### src/rtl/onehot_decoder_pkg.sv
// Shared types and helpers for the sequenced one-hot decoder.
// Latency: n/a (package only).
// Backpressure: n/a (package only).
package onehot_dec_pkg;

    // Accepted-code counter width; the counter wraps silently.
    localparam int COUNT_W    = 8;

    // Widest supported code and the matching one-hot width.
    localparam int MAX_CODE_W = 4;
    localparam int MAX_OUT_W  = 1 << MAX_CODE_W;

    // Sequencer states. Prefixed so they cannot clash with the GAP parameter.
    typedef enum logic [1:0] {
        ST_IDLE  = 2'd0,
        ST_DRIVE = 2'd1,
        ST_GAP   = 2'd2
    } dec_state_e;

    // Binary index to one-hot line at the widest supported size.
    // Callers truncate to their own OUT_W.
    function automatic logic [MAX_OUT_W-1:0] to_onehot(input logic [MAX_CODE_W-1:0] code);
        logic [MAX_OUT_W-1:0] line;
        line       = '0;
        line[code] = 1'b1;
        return line;
    endfunction

    // Timer width: clog2(max(hold, gap, 2)).
    // This width always holds hold-1 and gap-1.
    function automatic int timer_width(input int hold, input int gap);
        int m;
        m = hold;
        if (gap > m) m = gap;
        if (m < 2)   m = 2;
        return $clog2(m);
    endfunction

endpackage

### src/rtl/onehot_decoder_if.sv
// Code-in / one-hot-out bundle between a code source and the decoder.
// Latency: n/a (wires only).
// Backpressure: code_valid/code_ready handshake; the source holds code until accepted.
interface onehot_decoder_if
    import onehot_dec_pkg::*;
#(
    parameter int CODE_W = 2
) ();
    localparam int OUT_W = 2 ** CODE_W;

    logic               code_valid;
    logic [CODE_W-1:0]  code;
    logic               code_ready;
    logic [OUT_W-1:0]   onehot;
    logic               busy;
    logic               done;
    logic [COUNT_W-1:0] count;

    // Code source side.
    modport master (
        output code_valid, code,
        input  code_ready, onehot, busy, done, count
    );

    // Decoder side.
    modport slave (
        input  code_valid, code,
        output code_ready, onehot, busy, done, count
    );
endinterface

### src/rtl/onehot_decoder_timer.sv
// Loadable down-counter with a zero flag, shared by the hold and gap phases.
// Latency: a load or decrement is visible the cycle after the edge that applies it.
// Backpressure: none; counting stops at zero rather than wrapping.
module dec_timer #(
    parameter int WIDTH = 2
) (
    input  logic             clk,
    input  logic             rst_n,
    input  logic             load,
    input  logic [WIDTH-1:0] load_val,
    input  logic             dec,
    output logic             zero
);

    logic [WIDTH-1:0] cnt_q;
    logic [WIDTH-1:0] cnt_d;

    // Next count: load wins over decrement, and the count saturates at zero.
    always_comb begin
        cnt_d = cnt_q;
        if (load) begin
            cnt_d = load_val;
        end else if (dec && (cnt_q != '0)) begin
            cnt_d = cnt_q - WIDTH'(1);
        end
    end

    // Count register.
    always_ff @(posedge clk or negedge rst_n) begin
        if (!rst_n) begin
            cnt_q <= '0;
        end else begin
            cnt_q <= cnt_d;
        end
    end

    assign zero = (cnt_q == '0);

endmodule

### src/rtl/onehot_decoder.sv
// Sequenced decoder: accepts a binary code, drives the matching one-hot line for HOLD cycles,
// then drives all-zero for GAP cycles. Latency: onehot appears one cycle after the accept edge.
// Backpressure: code_ready is low in DRIVE and GAP; the next accept comes HOLD+GAP+1 cycles later.
module onehot_decoder
    import onehot_dec_pkg::*;
#(
    parameter int CODE_W = 2,
    parameter int OUT_W  = 2 ** CODE_W,
    parameter int HOLD   = 4,
    parameter int GAP    = 1
) (
    input  logic               clk,
    input  logic               rst_n,
    onehot_decoder_if.slave    bus
);

    // Reject unsupported configurations at elaboration.
    generate
        if ((CODE_W < 1) || (CODE_W > MAX_CODE_W)) begin : g_bad_code_w
            $error("onehot_decoder: CODE_W must be in 1..4");
        end
        if (OUT_W != (2 ** CODE_W)) begin : g_bad_out_w
            $error("onehot_decoder: OUT_W is derived from CODE_W and must not be overridden");
        end
        if (HOLD < 1) begin : g_bad_hold
            $error("onehot_decoder: HOLD must be at least 1");
        end
        if (GAP < 0) begin : g_bad_gap
            $error("onehot_decoder: GAP must not be negative");
        end
    endgenerate

    localparam int                  TIMER_W   = timer_width(HOLD, GAP);
    localparam logic [TIMER_W-1:0]  HOLD_LOAD = TIMER_W'(HOLD - 1);
    localparam logic [TIMER_W-1:0]  GAP_LOAD  = TIMER_W'((GAP > 0) ? (GAP - 1) : 0);

    dec_state_e          state_q;
    dec_state_e          state_d;
    logic [OUT_W-1:0]    onehot_q;
    logic [OUT_W-1:0]    onehot_d;
    logic                done_q;
    logic                done_d;
    logic [COUNT_W-1:0]  count_q;
    logic [COUNT_W-1:0]  count_d;

    logic                tmr_load;
    logic [TIMER_W-1:0]  tmr_load_val;
    logic                tmr_dec;
    logic                tmr_zero;

    logic [MAX_CODE_W-1:0] code_ext;
    logic                  xfer;

    // The same timer counts both the hold phase and the gap phase.
    // Every state change reloads it, so it never has to wrap.
    dec_timer #(
        .WIDTH (TIMER_W)
    ) u_timer (
        .clk      (clk),
        .rst_n    (rst_n),
        .load     (tmr_load),
        .load_val (tmr_load_val),
        .dec      (tmr_dec),
        .zero     (tmr_zero)
    );

    // Widen the incoming code to the helper's fixed width.
    always_comb begin
        code_ext               = '0;
        code_ext[CODE_W-1:0]   = bus.code;
    end

    // Ready depends only on state, so there is no valid-to-ready combinational path.
    assign xfer = bus.code_valid && (state_q == ST_IDLE);

    // Next-state logic: accept in IDLE, hold the pattern in DRIVE, idle the line in GAP.
    always_comb begin
        state_d      = state_q;
        onehot_d     = onehot_q;
        done_d       = 1'b0;
        count_d      = count_q;
        tmr_load     = 1'b0;
        tmr_load_val = HOLD_LOAD;
        tmr_dec      = 1'b0;

        case (state_q)
            ST_IDLE: begin
                onehot_d = '0;
                if (xfer) begin
                    // The registered pattern is the latched code.
                    onehot_d     = OUT_W'(to_onehot(code_ext));
                    tmr_load     = 1'b1;
                    tmr_load_val = HOLD_LOAD;
                    count_d      = count_q + COUNT_W'(1);
                    state_d      = ST_DRIVE;
                end
            end

            ST_DRIVE: begin
                if (tmr_zero) begin
                    // End of hold: clear the line and pulse done.
                    // The done pulse overlaps the first gap cycle,
                    // or the first idle cycle when GAP is 0.
                    onehot_d = '0;
                    done_d   = 1'b1;
                    if (GAP > 0) begin
                        tmr_load     = 1'b1;
                        tmr_load_val = GAP_LOAD;
                        state_d      = ST_GAP;
                    end else begin
                        state_d      = ST_IDLE;
                    end
                end else begin
                    tmr_dec = 1'b1;
                end
            end

            ST_GAP: begin
                onehot_d = '0;
                if (tmr_zero) begin
                    state_d = ST_IDLE;
                end else begin
                    tmr_dec = 1'b1;
                end
            end

            default: begin
                onehot_d = '0;
                state_d  = ST_IDLE;
            end
        endcase
    end

    // State and output registers.
    // Reset clears everything at once, so an interrupted pattern never reports done.
    always_ff @(posedge clk or negedge rst_n) begin
        if (!rst_n) begin
            state_q  <= ST_IDLE;
            onehot_q <= '0;
            done_q   <= 1'b0;
            count_q  <= '0;
        end else begin
            state_q  <= state_d;
            onehot_q <= onehot_d;
            done_q   <= done_d;
            count_q  <= count_d;
        end
    end

    assign bus.code_ready = (state_q == ST_IDLE);
    assign bus.busy       = (state_q != ST_IDLE);
    assign bus.onehot     = onehot_q;
    assign bus.done       = done_q;
    assign bus.count      = count_q;

endmodule

### src/flat_wrapper.sv
// flat-port wrapper written by rule: the top's interface ports become plain ports
module onehot_decoder_flat import onehot_dec_pkg::*;
#(
    parameter int CODE_W = 2,
    parameter int OUT_W  = 2 ** CODE_W,
    parameter int HOLD   = 4,
    parameter int GAP    = 1
)
  (clk, rst_n, bus_code_valid, bus_code, bus_code_ready, bus_onehot, bus_busy, bus_done, bus_count);
  onehot_decoder_if #(.CODE_W(CODE_W)) bus_i ();
  input  logic clk;
  input  logic rst_n;
  input wire logic [$bits(bus_i.code_valid)-1:0] bus_code_valid;
  input wire logic [$bits(bus_i.code)-1:0] bus_code;
  output wire logic [$bits(bus_i.code_ready)-1:0] bus_code_ready;
  output wire logic [$bits(bus_i.onehot)-1:0] bus_onehot;
  output wire logic [$bits(bus_i.busy)-1:0] bus_busy;
  output wire logic [$bits(bus_i.done)-1:0] bus_done;
  output wire logic [$bits(bus_i.count)-1:0] bus_count;
  assign bus_i.code_valid = bus_code_valid;
  assign bus_i.code = bus_code;
  assign bus_code_ready = bus_i.code_ready;
  assign bus_onehot = bus_i.onehot;
  assign bus_busy = bus_i.busy;
  assign bus_done = bus_i.done;
  assign bus_count = bus_i.count;
  onehot_decoder #(.CODE_W(CODE_W), .OUT_W(OUT_W), .HOLD(HOLD), .GAP(GAP)) u_core (.clk(clk), .rst_n(rst_n), .bus(bus_i));
endmodule
### config.mk
export PLATFORM = sky130hd
export DESIGN_NAME = onehot_decoder_flat
export DESIGN_NICKNAME = d
export VERILOG_FILES = /design/src/rtl/onehot_decoder_pkg.sv /design/src/rtl/onehot_decoder_if.sv /design/src/rtl/onehot_decoder_timer.sv /design/src/rtl/onehot_decoder.sv /design/src/flat_wrapper.sv
export SDC_FILE = /design/constraint.sdc
export NUM_CORES = 1
export LEC_CHECK = 0
export CAP_MARGIN = 20
export CORE_MARGIN = 8
export CORE_UTILIZATION = 43
export CTS_CLUSTER_SIZE = 24
export DETAILED_ROUTE_END_ITERATION = 8
export PLACE_DENSITY = 0.84
export SYNTH_ARGS = -nofsm -noshare
export SYNTH_HDL_FRONTEND = slang
export SYNTH_HIERARCHICAL = 1
export SYNTH_SLANG_ARGS = --single-unit
### constraint.sdc
create_clock -name clk -period 1.7 [get_ports clk]
set_input_delay 0.34 -clock clk [delete_from_list [all_inputs] [get_ports clk]]
set_output_delay 0.34 -clock clk [all_outputs]
set_load 0.01 [all_outputs]
==> out/results.md, run 1 <==
| Result | Reported | Unit |
| --- | --- | --- |
| Outcome | complete, no violations | - |
| Kind of launch point of the worst setup path | flop | - |
| Critical Path Slowest Stage Cell | sky130_fd_sc_hd__clkdlybuf4s50_1 | - |
| Peak VDD IR | 1.05 | mV |
| Final max-slew violation count | 0 | - |
| Number of global-route vias before repair | 642 | - |
| Critical path's top delay family | buffers and inverters | - |
| Post-layout utilization of the core | 60.3 | % |
| Total standard cell area after synthesis | 867 | um^2 |
| Final layout net count | 120 | - |
| Most frequent cells in the layout | 17 x sky130_fd_sc_hd__clkdlybuf4s50_1, 16 x sky130_fd_sc_hd__dfrtp_1, 13 x sky130_fd_sc_hd__nand2_1 | - |
| Average wire per cell in the routed design | 12.9 | um |
| Drt drc | 0 | - |
| Overflow after GRT | 0 | - |
| IO Count | 20 | - |
| Vias | 659 | - |
| Synthesized Nets | 91 | - |
| Buffers plus inverters on the worst setup path | 1 | - |
| Maximum number of pins on one net before global-route repair | 18 | - |
| Area share of the largest cell type after synthesis | 49.1 | % |
| Transition time at the pin with the least slew margin | 269 | ps |
| Final setup violation count | 0 | - |
| Via-to-Cell Ratio | 4.92 | - |
| Register clock-pin slew on the reported worst setup and hold paths | 90 | ps |
| Wire length of the first global-routing pass | 2.79 | mm |
| Site row count | 16 | - |
| FF-to-FF setup slack | 90 | ps |
| Leading area contributor after synthesis | sky130_fd_sc_hd__dfrtp_1 | - |
| Total number of clock tree sinks | 17 | - |
| Remaining antenna violation count | 0 | - |
| Required time at the endpoint of the critical path | 1360 | ps |
| Setup TNS | 0 | ps |
| Minimum clock period | 1630 | ps |
| Number of inserted filler cells in the final layout | 167 | - |
| Final weighted congestion of routability-driven global placement | 0.746 | - |
| Sum of internal, switching and leakage power | 1.89 | mW |
| H-tree depth reported by CTS | 1 | - |
| Worst Setup Path Type | flop to output pin | - |
| Max-capacitance violation count | 0 | - |
| Yosys warning count | 6 | - |
| FF+latch area | 427 | um^2 |
| Placed Instances | 128 | - |
| Minimum hold slack | 358 | ps |
| Ant. Diodes | 0 | - |
| Beginning of the worst register-to-register path | u_core/state_q[0]$_DFFE_PN0P_ | - |
| Critical Path AT | 1290 | ps |
| Nature of the critical path endpoint | output pin | - |
| Unrepaired setup endpoints after global routing | false | - |
| Clk root buf | sky130_fd_sc_hd__clkbuf_4 | - |
| Final hold violations | 0 | - |
| Crit Reg-Reg Endpoint | u_core/u_timer/cnt_q[1]$_DFFE_PN0P_ | - |
| Clock tree from TritonCTS | done | - |
| Pwr Density | 1610 | mW/mm^2 |
| Post-place setup slack | 9.87 | ps |
| Post-DP HPWL | 1.33 | mm |
| Drt first pass iters | 4 | - |
| Most common cell after layout, fill and taps aside | sky130_fd_sc_hd__clkdlybuf4s50_1 | - |
| Final instance count without filler cells | 134 | - |
| Total clock buffers created by CTS | 3 | - |
| Sequential fraction of the synthesis area | 49.1 | % |
| Source-to-sink clock delay at the later pin of the worst-skew pair | 290 | ps |
| Kind of path behind the tightest hold check | primary input to asynchronous set/reset pin | - |
| Multi-input gate area in the final layout | 429 | um^2 |
| Worst-case headroom to the max-slew limit | 81.8 | % |
| Leakage | 0.555 | nW |
| Width of the die | 60.9 | um |
| Maximum root-to-sink buffer count | 2 | - |
| IO buf count | 19 | - |
| Final wirelength | 1.72 | mm |
| Max Fclk | 613 | MHz |
| Synthesized area divided by synthesized cell count | 11.0 | um^2 |
| Yosys reg bits | 17 | - |
| Series of cell instances along the critical path | clkdlybuf4s50_1 | - |
| Initial core utilization | 44.7 | % |
| Smallest setup slack after layout | 68.2 | ps |
| Layout Cell Area excl Fill | 0.00117 | mm^2 |
| Distinct cells, synth | 28 | - |
| Area inside the core boundary | 0.00194 | mm^2 |
| Largest clock skew in the final design | 1.99 | ps |
| Antenna violations before repair | 0 | - |
| Max incr delay on CP | 570 | ps |
| Die Span Y | 60.9 | um |
| Cells after Synth | 79 | - |
| DRT iter0 DRCs | 11 | - |
| Die footprint | 0.00371 | mm^2 |
| Cell types occupying the most area after synthesis | sky130_fd_sc_hd__dfrtp_1 49%, sky130_fd_sc_hd__ha_1 10%, sky130_fd_sc_hd__nand2_1 6.1% | - |
| Fraction of final layout cells sized beyond drive strength 1 | 20.6 | % |
| Growth of design area from synthesis to finish | 35.1 | % |
| Final period utilization | 96.0 | % |
| Global-route usage over all layers | 10.2 | % |
| Placed Area | 0.00112 | mm^2 |
| Number of cell instances on the worst register-to-register path | 6 | - |
| Maximum fanout along the worst path | 4 | - |
where the power goes:
part	leakage [nW]	internal, mW	switching [mW]	total, mW
Clock	0.0150	0.0913	0.124	0.215
Combinational	0.320	0.526	0.501	1.03
Sequential	0.220	0.538	0.109	0.647
Total	0.555	1.16	0.734	1.89
timing repair:
item | in CTS | in global routing
setup endpoints to repair | 2 | 3
pin swaps | 0 | 1
resized for setup | 4 | 4
setup buffers | 1 | 1
hold endpoints to repair | 0 | 0
hold buffers | 0 | 0
worst max path at each step:
stage	start	endpoint	slack, ps	cells past startpoint
2_1_floorplan	u_core/state_q[0]$_DFFE_PN0P_	u_core/u_timer/cnt_q[1]$_DFFE_PN0P_	60	6
3_3_place_gp	u_core/state_q[0]$_DFFE_PN0P_	bus_busy	70	4
3_5_place_dp	u_core/state_q[0]$_DFFE_PN0P_	bus_busy	10	4
4_1_cts	u_core/state_q[1]$_DFFE_PN0P_	bus_busy	10	4
5_1_grt	u_core/bus.count[2]$_DFFE_PN0P_	bus_count[2]	4	1
6_report	u_core/bus.count[2]$_DFFE_PN0P_	bus_count[2]	70	1
routing by layer:
| metal | routed length, um | track usage, % |
|---|---|---|
| met1 | 744 | 11.3 |
| met3 | 88 | 4.03 |
| met5 | 0 | 0 |
| met4 | 38 | 4.32 |
| met2 | 852 | 16.9 |
state kept, by name, indices dropped and copies added (netlist names):
| signal | cells |
|---|---|
| u_core/bus.onehot | 4 |
| u_core/bus.count | 8 |
| u_core/u_timer/cnt_q | 2 |
| u_core/state_q | 2 |
| u_core/bus.done | 1 |
logic make-up after synthesis:
kind of cell               after synthesis  synth area share (%)
xor gates and xnor gates                 7                  7.07
and+or+nand+nor                         32                  21.2
muxes                                    2                  2.60
buffers and inverters                    7                  3.17
AOI/OAI and AO/OA                        7                  6.78
DFF                                     17                  49.1
adders and majority gates                7                  10.1
synthesized netlist by cell type:
cell type,number
sky130_fd_sc_hd__a22o_1,1
sky130_fd_sc_hd__a32o_1,1
sky130_fd_sc_hd__and2_2,1
sky130_fd_sc_hd__and3_1,1
sky130_fd_sc_hd__buf_2,1
sky130_fd_sc_hd__dfrtp_1,17
sky130_fd_sc_hd__ha_1,7
sky130_fd_sc_hd__inv_1,6
sky130_fd_sc_hd__mux2_2,2
sky130_fd_sc_hd__nand2_1,14
sky130_fd_sc_hd__nand2_2,1
sky130_fd_sc_hd__nand3_1,1
sky130_fd_sc_hd__nand3_2,1
sky130_fd_sc_hd__nand4_1,1
sky130_fd_sc_hd__nor2_1,4
sky130_fd_sc_hd__nor2b_1,2
sky130_fd_sc_hd__nor2b_2,1
sky130_fd_sc_hd__nor3_1,1
sky130_fd_sc_hd__nor4_4,1
sky130_fd_sc_hd__o211ai_2,1
sky130_fd_sc_hd__o21ai_0,1
sky130_fd_sc_hd__o22ai_1,1
sky130_fd_sc_hd__o311ai_0,1
sky130_fd_sc_hd__o31ai_1,1
sky130_fd_sc_hd__or2b_1,1
sky130_fd_sc_hd__or4b_1,2
sky130_fd_sc_hd__xnor2_1,4
sky130_fd_sc_hd__xor2_1,3
area by class of cell:
type	count	share of cell area [%]
multi-input combinational	55	36.6
tap	27	2.88
timing repair buffer	25	19.9
clock buffer	4	2.24
sequential	17	36.4
inverter	6	1.92
No activity file was read; power rests on OpenSTA's default activity.
==> run 2, diff against run 1 <==
--- a/config.mk
+++ b/config.mk
@@ -10,6 +10,7 @@
 export CORE_UTILIZATION = 43
 export CTS_CLUSTER_SIZE = 24
 export DETAILED_ROUTE_END_ITERATION = 8
+export MAX_ROUTING_LAYER = met4
 export PLACE_DENSITY = 0.84
 export SYNTH_ARGS = -nofsm -noshare
 export SYNTH_HDL_FRONTEND = slang
==> run 2 against run 1 <==
Net effect: first-iteration DRC count grew 55%; clock skew grew 0.87 ps; worst setup slack lost 31 ps; combinational power is essentially flat; core utilization is the same; register-to-register slack gained 20 ps; wire length shrank 0.41%; sequential power is essentially flat; non-clock buffer count is the same; clock power is essentially flat; largest cell class unchanged; largest power group unchanged; highest routed layer unchanged.
==> out/results.md, run 2 (same netlist as run 1, synthesis figures left out) <==
| Result | Reported | Unit |
| --- | --- | --- |
| Maximum fanout along the worst path | 4 | - |
| Kind of path behind the tightest hold check | primary input to asynchronous set/reset pin | - |
| IO Count | 20 | - |
| Growth of design area from synthesis to finish | 35.1 | % |
| FF-to-FF setup slack | 110 | ps |
| Post-layout utilization of the core | 60.3 | % |
| Antenna violations before repair | 0 | - |
| Crit path top cell by count | sky130_fd_sc_hd__inv_1 | - |
| Peak VDD IR | 1.05 | mV |
| Number of global-route vias before repair | 651 | - |
| Clock network fraction of design power | 11.4 | % |
| Number of cell instances on the worst register-to-register path | 6 | - |
| Leakage | 0.556 | nW |
| Pwr Density | 1610 | mW/mm^2 |
| Area inside the core boundary | 0.00194 | mm^2 |
| Critical path's top delay family | buffers and inverters | - |
| Layout Cell Area excl Fill | 0.00117 | mm^2 |
| Max incr delay on CP | 400 | ps |
| Final hold violations | 0 | - |
| Required time at the endpoint of the critical path | 1360 | ps |
| Design internal power | 1.15 | mW |
| Maximum root-to-sink buffer count | 2 | - |
| Final layout net count | 120 | - |
| Final setup violation count | 0 | - |
| Critical Path Slowest Stage Cell | sky130_fd_sc_hd__dfrtp_1 | - |
| DRT iter0 DRCs | 17 | - |
| Drt drc | 0 | - |
| Outcome | complete, no violations | - |
| Clk root buf | sky130_fd_sc_hd__clkbuf_4 | - |
| Post-DP HPWL | 1.33 | mm |
| Final wirelength | 1.72 | mm |
| Worst-case headroom to the max-slew limit | 81.8 | % |
| Beginning of the worst register-to-register path | u_core/state_q[0]$_DFFE_PN0P_ | - |
| Max-capacitance violation count | 0 | - |
| Most common cell after layout, fill and taps aside | sky130_fd_sc_hd__clkdlybuf4s50_1 | - |
| IO buf count | 19 | - |
| Die footprint | 0.00371 | mm^2 |
| Largest clock skew in the final design | 2.86 | ps |
| Crit Reg-Reg Endpoint | u_core/u_timer/cnt_q[1]$_DFFE_PN0P_ | - |
| Most frequent cells in the layout | 17 x sky130_fd_sc_hd__clkdlybuf4s50_1, 16 x sky130_fd_sc_hd__dfrtp_1, 13 x sky130_fd_sc_hd__nand2_1 | - |
| Overflow after GRT | 0 | - |
| Fraction of power consumed by sequential logic | 34.2 | % |
| Wire length of the first global-routing pass | 2.79 | mm |
| Maximum number of pins on one net before global-route repair | 18 | - |
| Placed Area | 0.00112 | mm^2 |
| Global-route usage over all layers | 10.3 | % |
| Critical Path AT | 1320 | ps |
| Sw Pwr | 730 | uW |
| Setup TNS | 0 | ps |
| Buffers plus inverters on the worst setup path | 3 | - |
| Die Span Y | 60.9 | um |
| Clock tree from TritonCTS | done | - |
| Transition time at the pin with the least slew margin | 269 | ps |
| Ant. Diodes | 0 | - |
| Worst Setup Path Type | flop to output pin | - |
| Part of the power in combinational logic | 54.3 | % |
| Total clock buffers created by CTS | 3 | - |
| Via-to-Cell Ratio | 4.88 | - |
| Kind of launch point of the worst setup path | flop | - |
| Vias | 654 | - |
| Unrepaired setup endpoints after global routing | false | - |
| Remaining antenna violation count | 0 | - |
| H-tree depth reported by CTS | 1 | - |
| Fraction of final layout cells sized beyond drive strength 1 | 19.6 | % |
| Largest register FFs | 8 | - |
| Site row count | 16 | - |
| Drt first pass iters | 4 | - |
| Final weighted congestion of routability-driven global placement | 0.755 | - |
| Max Fclk | 601 | MHz |
| Initial core utilization | 44.7 | % |
| Switching power as a share of total power | 38.7 | % |
| Width of the die | 60.9 | um |
| Source-to-sink clock delay at the later pin of the worst-skew pair | 290 | ps |
| Total number of clock tree sinks | 17 | - |
| Final period utilization | 97.8 | % |
| Register clock-pin slew on the reported worst setup and hold paths | 100 | ps |
| Average wire per cell in the routed design | 12.8 | um |
| Series of cell instances along the critical path | inv_1 -> ha_4 -> inv_1 -> dlygate4sd2_1 | - |
| Final max-slew violation count | 0 | - |
| Minimum clock period | 1660 | ps |
| Nature of the critical path endpoint | output pin | - |
-- run 2: cell counts in the layout (fill, tap and decap cells not counted) --
Identical to the previous run, type by type.
-- run 2: area by class of cell --
type | instances | area (um^2)
fill | 167 | 771
multi-input combinational | 55 | 429
sequential | 17 | 427
timing repair buffer | 25 | 233
tap | 27 | 33.8
clock buffer | 4 | 26.3
inverter | 6 | 22.5
-- run 2: per-layer routing --
| metal | GRT usage [%] | vias to the layer above | share of wire [%] |
|---|---|---|---|
| met1 | 11.3 | 313 | 45 |
| met5 | - | - | 0 |
| met2 | 16.9 | 15 | 48 |
| li1 | - | 322 | - |
| met3 | 3.39 | 4 | 5.0 |
| met4 | 4.32 | 0 | 2.2 |
-- run 2: power by group through the flow --
stage | registers [mW] | clock network [mW] | logic, mW
2_1_floorplan | 0.676 | 0 | 0.544
3_3_place_gp | 0.649 | 0 | 0.928
3_5_place_dp | 0.658 | 0 | 0.978
4_1_cts | 0.645 | 0.221 | 0.991
5_1_grt | 0.667 | 0.240 | 1.12
6_report | 0.645 | 0.215 | 1.02
-- run 2: how the worst max path moves through the flow --
stage | from | endpoint | slack (ps) | cells past startpoint
after global placement | u_core/state_q[0]$_DFFE_PN0P_ | bus_busy | 70 | 4
final | u_core/state_q[0]$_DFFE_PN0P_ | bus_busy | 40 | 4
after global routing | u_core/state_q[0]$_DFFE_PN0P_ | bus_busy | 3 | 4
after CTS | u_core/state_q[1]$_DFFE_PN0P_ | bus_busy | 10 | 4
after detailed placement | u_core/state_q[0]$_DFFE_PN0P_ | bus_busy | 10 | 4
after floorplan | u_core/state_q[0]$_DFFE_PN0P_ | u_core/u_timer/cnt_q[1]$_DFFE_PN0P_ | 60 | 6
-- run 2: what timing repair did --
item,CTS,global route
endpoints found under the setup margin,2,3
resized for setup,4,3
hold buffers,0,0
pin swaps,0,1
setup buffers,1,1
-- run 2: stage by stage --
stage | power [mW] | hold slack [ps] | worst slack [ps] | instances
after global routing | 2.03 | 389 | 2.54 | 134
after floorplan | 1.22 | 44.4 | 62.3 | 79
after CTS | 1.86 | 357 | 11.0 | 133
final | 1.89 | 358 | 36.9 | 134
after detailed placement | 1.64 | 466 | 9.87 | 128
after global placement | 1.58 | 457 | 74.1 | 128
==> run 3, diff against run 2 <==
--- a/config.mk
+++ b/config.mk
@@ -6,7 +6,7 @@
 export NUM_CORES = 1
 export LEC_CHECK = 0
 export CAP_MARGIN = 20
-export CORE_MARGIN = 8
+export CORE_MARGIN = 1.5
 export CORE_UTILIZATION = 43
 export CTS_CLUSTER_SIZE = 24
 export DETAILED_ROUTE_END_ITERATION = 8
==> run 3 against run 2 <==
Net effect: non-clock buffer count fell by 1; combinational power barely moved; largest cell class unchanged; critical endpoint is now u_core/u_timer/cnt_q[1]$_DFFE_PN0P_; worst setup slack got worse by 18 ps.
==> out/results.md, run 3 (same netlist as run 1, synthesis figures left out) <==
| Result | Reported | Unit |
| --- | --- | --- |
| Die footprint | 0.00229 | mm^2 |
| Ant. Diodes | 0 | - |
| Initial core utilization | 45.1 | % |
| Final instance count without filler cells | 133 | - |
| Setup TNS | 0 | ps |
| Die Span Y | 47.9 | um |
| Number of inserted filler cells in the final layout | 160 | - |
| Transition time at the pin with the least slew margin | 360 | ps |
| Final wirelength | 1.77 | mm |
| H-tree depth reported by CTS | 1 | - |
| Post-DP HPWL | 1.29 | mm |
| Placed Instances | 127 | - |
| Number of global-route vias before repair | 594 | - |
| Worst Setup Path Type | flop to flop | - |
| Maximum number of pins on one net before global-route repair | 18 | - |
| Max Fclk | 595 | MHz |
| Largest clock skew in the final design | 2.37 | ps |
| Source-to-sink clock delay at the later pin of the worst-skew pair | 290 | ps |
| Maximum fanout along the worst path | 6 | - |
| Leakage | 0.550 | nW |
| Peak VDD IR | 0.947 | mV |
| Remaining antenna violation count | 0 | - |
| Maximum root-to-sink buffer count | 2 | - |
| Required time at the endpoint of the critical path | 1860 | ps |
| Kind of launch point of the worst setup path | flop | - |
| Largest register FFs | 8 | - |
| IO Count | 20 | - |
| Critical Path AT | 1840 | ps |
| Final weighted congestion of routability-driven global placement | 0.773 | - |
| Total number of clock tree sinks | 17 | - |
| DRT iter0 DRCs | 8 | - |
| Drt first pass iters | 4 | - |
| Growth of design area from synthesis to finish | 34.6 | % |
| Wire length of the first global-routing pass | 2.55 | mm |
| Clk root buf | sky130_fd_sc_hd__clkbuf_4 | - |
| Nature of the critical path endpoint | flop | - |
| Final max-slew violation count | 0 | - |
| Final hold violations | 0 | - |
| Via-to-Cell Ratio | 5.03 | - |
| Drt drc | 0 | - |
| Global-route usage over all layers | 16.6 | % |
| Final setup violation count | 0 | - |
| Antenna violations before repair | 0 | - |
| Vias | 669 | - |
| Average wire per cell in the routed design | 13.3 | um |
| Site row count | 16 | - |
| Most frequent cells in the layout | 17 x sky130_fd_sc_hd__clkdlybuf4s50_1, 17 x sky130_fd_sc_hd__dfrtp_1, 12 x sky130_fd_sc_hd__nand2_1 | - |
| Area inside the core boundary | 0.00192 | mm^2 |
| Worst-case headroom to the max-slew limit | 75.7 | % |
| Fraction of final layout cells sized beyond drive strength 1 | 19.8 | % |
| Clock tree from TritonCTS | done | - |
| Overflow after GRT | 0 | - |
| Pwr Density | 1630 | mW/mm^2 |
| IO buf count | 19 | - |
| Total clock buffers created by CTS | 3 | - |
| Kind of path behind the tightest hold check | primary input to asynchronous set/reset pin | - |
| Max-capacitance violation count | 0 | - |
| Minimum clock period | 1680 | ps |
| Width of the die | 47.9 | um |
| Final layout net count | 119 | - |
| Final period utilization | 98.9 | % |
| Outcome | complete, no violations | - |
| Register clock-pin slew on the reported worst setup and hold paths | 100 | ps |
run 3: changes by cell type in the layout (fill, tap and decap cells not counted):
cell	change
sky130_fd_sc_hd__buf_4	-1
sky130_fd_sc_hd__dfrtp_1	+1
sky130_fd_sc_hd__dfrtp_2	-1
sky130_fd_sc_hd__ha_1	-1
sky130_fd_sc_hd__ha_2	+1
sky130_fd_sc_hd__nand2_1	-1
sky130_fd_sc_hd__nand2_2	+1
run 3: layout make-up:
cell class | instances | area [um^2] | area share [%]
inverters | 6 | 22.5 | 1.93
repair buffers | 24 | 225 | 19.3
flip-flops and latches | 17 | 425 | 36.4
multi-input cells | 55 | 434 | 37.2
clock buffers | 4 | 26.3 | 2.25
well taps | 27 | 33.8 | 2.89
run 3: critical path, stage by stage, from the launching register on:
cell	delay [ps]
sky130_fd_sc_hd__dfrtp_1	390
sky130_fd_sc_hd__buf_4	150
sky130_fd_sc_hd__ha_1	230
sky130_fd_sc_hd__nand2_2	100
sky130_fd_sc_hd__nand2_2	90
sky130_fd_sc_hd__or4b_1	480
sky130_fd_sc_hd__o311ai_0	120
run 3: through the flow:
| step | utilization (%) | power [mW] | cell area (um^2) | setup slack [ps] | hold slack (ps) |
|---|---|---|---|---|---|
| floorplan | - | 1.22 | 867 | 62.3 | 44.4 |
| global placement | 57.7 | 1.55 | 1110 | 59.4 | 457 |
| detailed placement | 57.7 | 1.60 | 1110 | 14.1 | 464 |
| CTS | 59.4 | 1.82 | 1140 | 19.5 | 369 |
| global route | 60.7 | 2.04 | 1170 | -54.9 | 383 |
| finish | 60.7 | 1.90 | 1170 | 18.7 | 362 |
run 3: repair_timing:
action | CTS | global route
resized for setup | 4 | 4
hold buffers | 0 | 0
pin swaps | 0 | 1
endpoints found under the setup margin | 2 | 3
buffers inserted | 1 | 1
run 3: path summary, 6_finish.rpt:
check	slack, ps	start	endpoint	depth (start not counted)
max in group asynchronous	1160	rst_n	u_core/state_q[1]$_DFFE_PN0P_	2
worst max-delay path	20	u_core/state_q[0]$_DFFE_PN0P_	u_core/u_timer/cnt_q[1]$_DFFE_PN0P_	6
worst min-delay path	360	rst_n	u_core/bus.onehot[2]$_DFFE_PN0P_	2
worst min register to register	480	u_core/bus.count[7]$_DFFE_PN0P_	u_core/bus.count[7]$_DFFE_PN0P_	1
min in group clk	480	u_core/bus.count[7]$_DFFE_PN0P_	u_core/bus.count[7]$_DFFE_PN0P_	1
worst max register to register	20	u_core/state_q[0]$_DFFE_PN0P_	u_core/u_timer/cnt_q[1]$_DFFE_PN0P_	6
run 3: where the power goes:
part           internal, mW  switching, mW  total, mW
logic                 0.522          0.517       1.04
registers             0.536          0.109      0.645
clock network        0.0913          0.127      0.218
run 3: routing by layer:
| layer | track usage [%] | share of wire [%] | vias to the layer above |
|---|---|---|---|
| met5 | - | 0 | - |
| met4 | 7.03 | 0.68 | 0 |
| met3 | 3.40 | 3.1 | 2 |
| met2 | 28.0 | 51 | 14 |
| met1 | 18.9 | 45 | 329 |
| li1 | - | - | 324 |
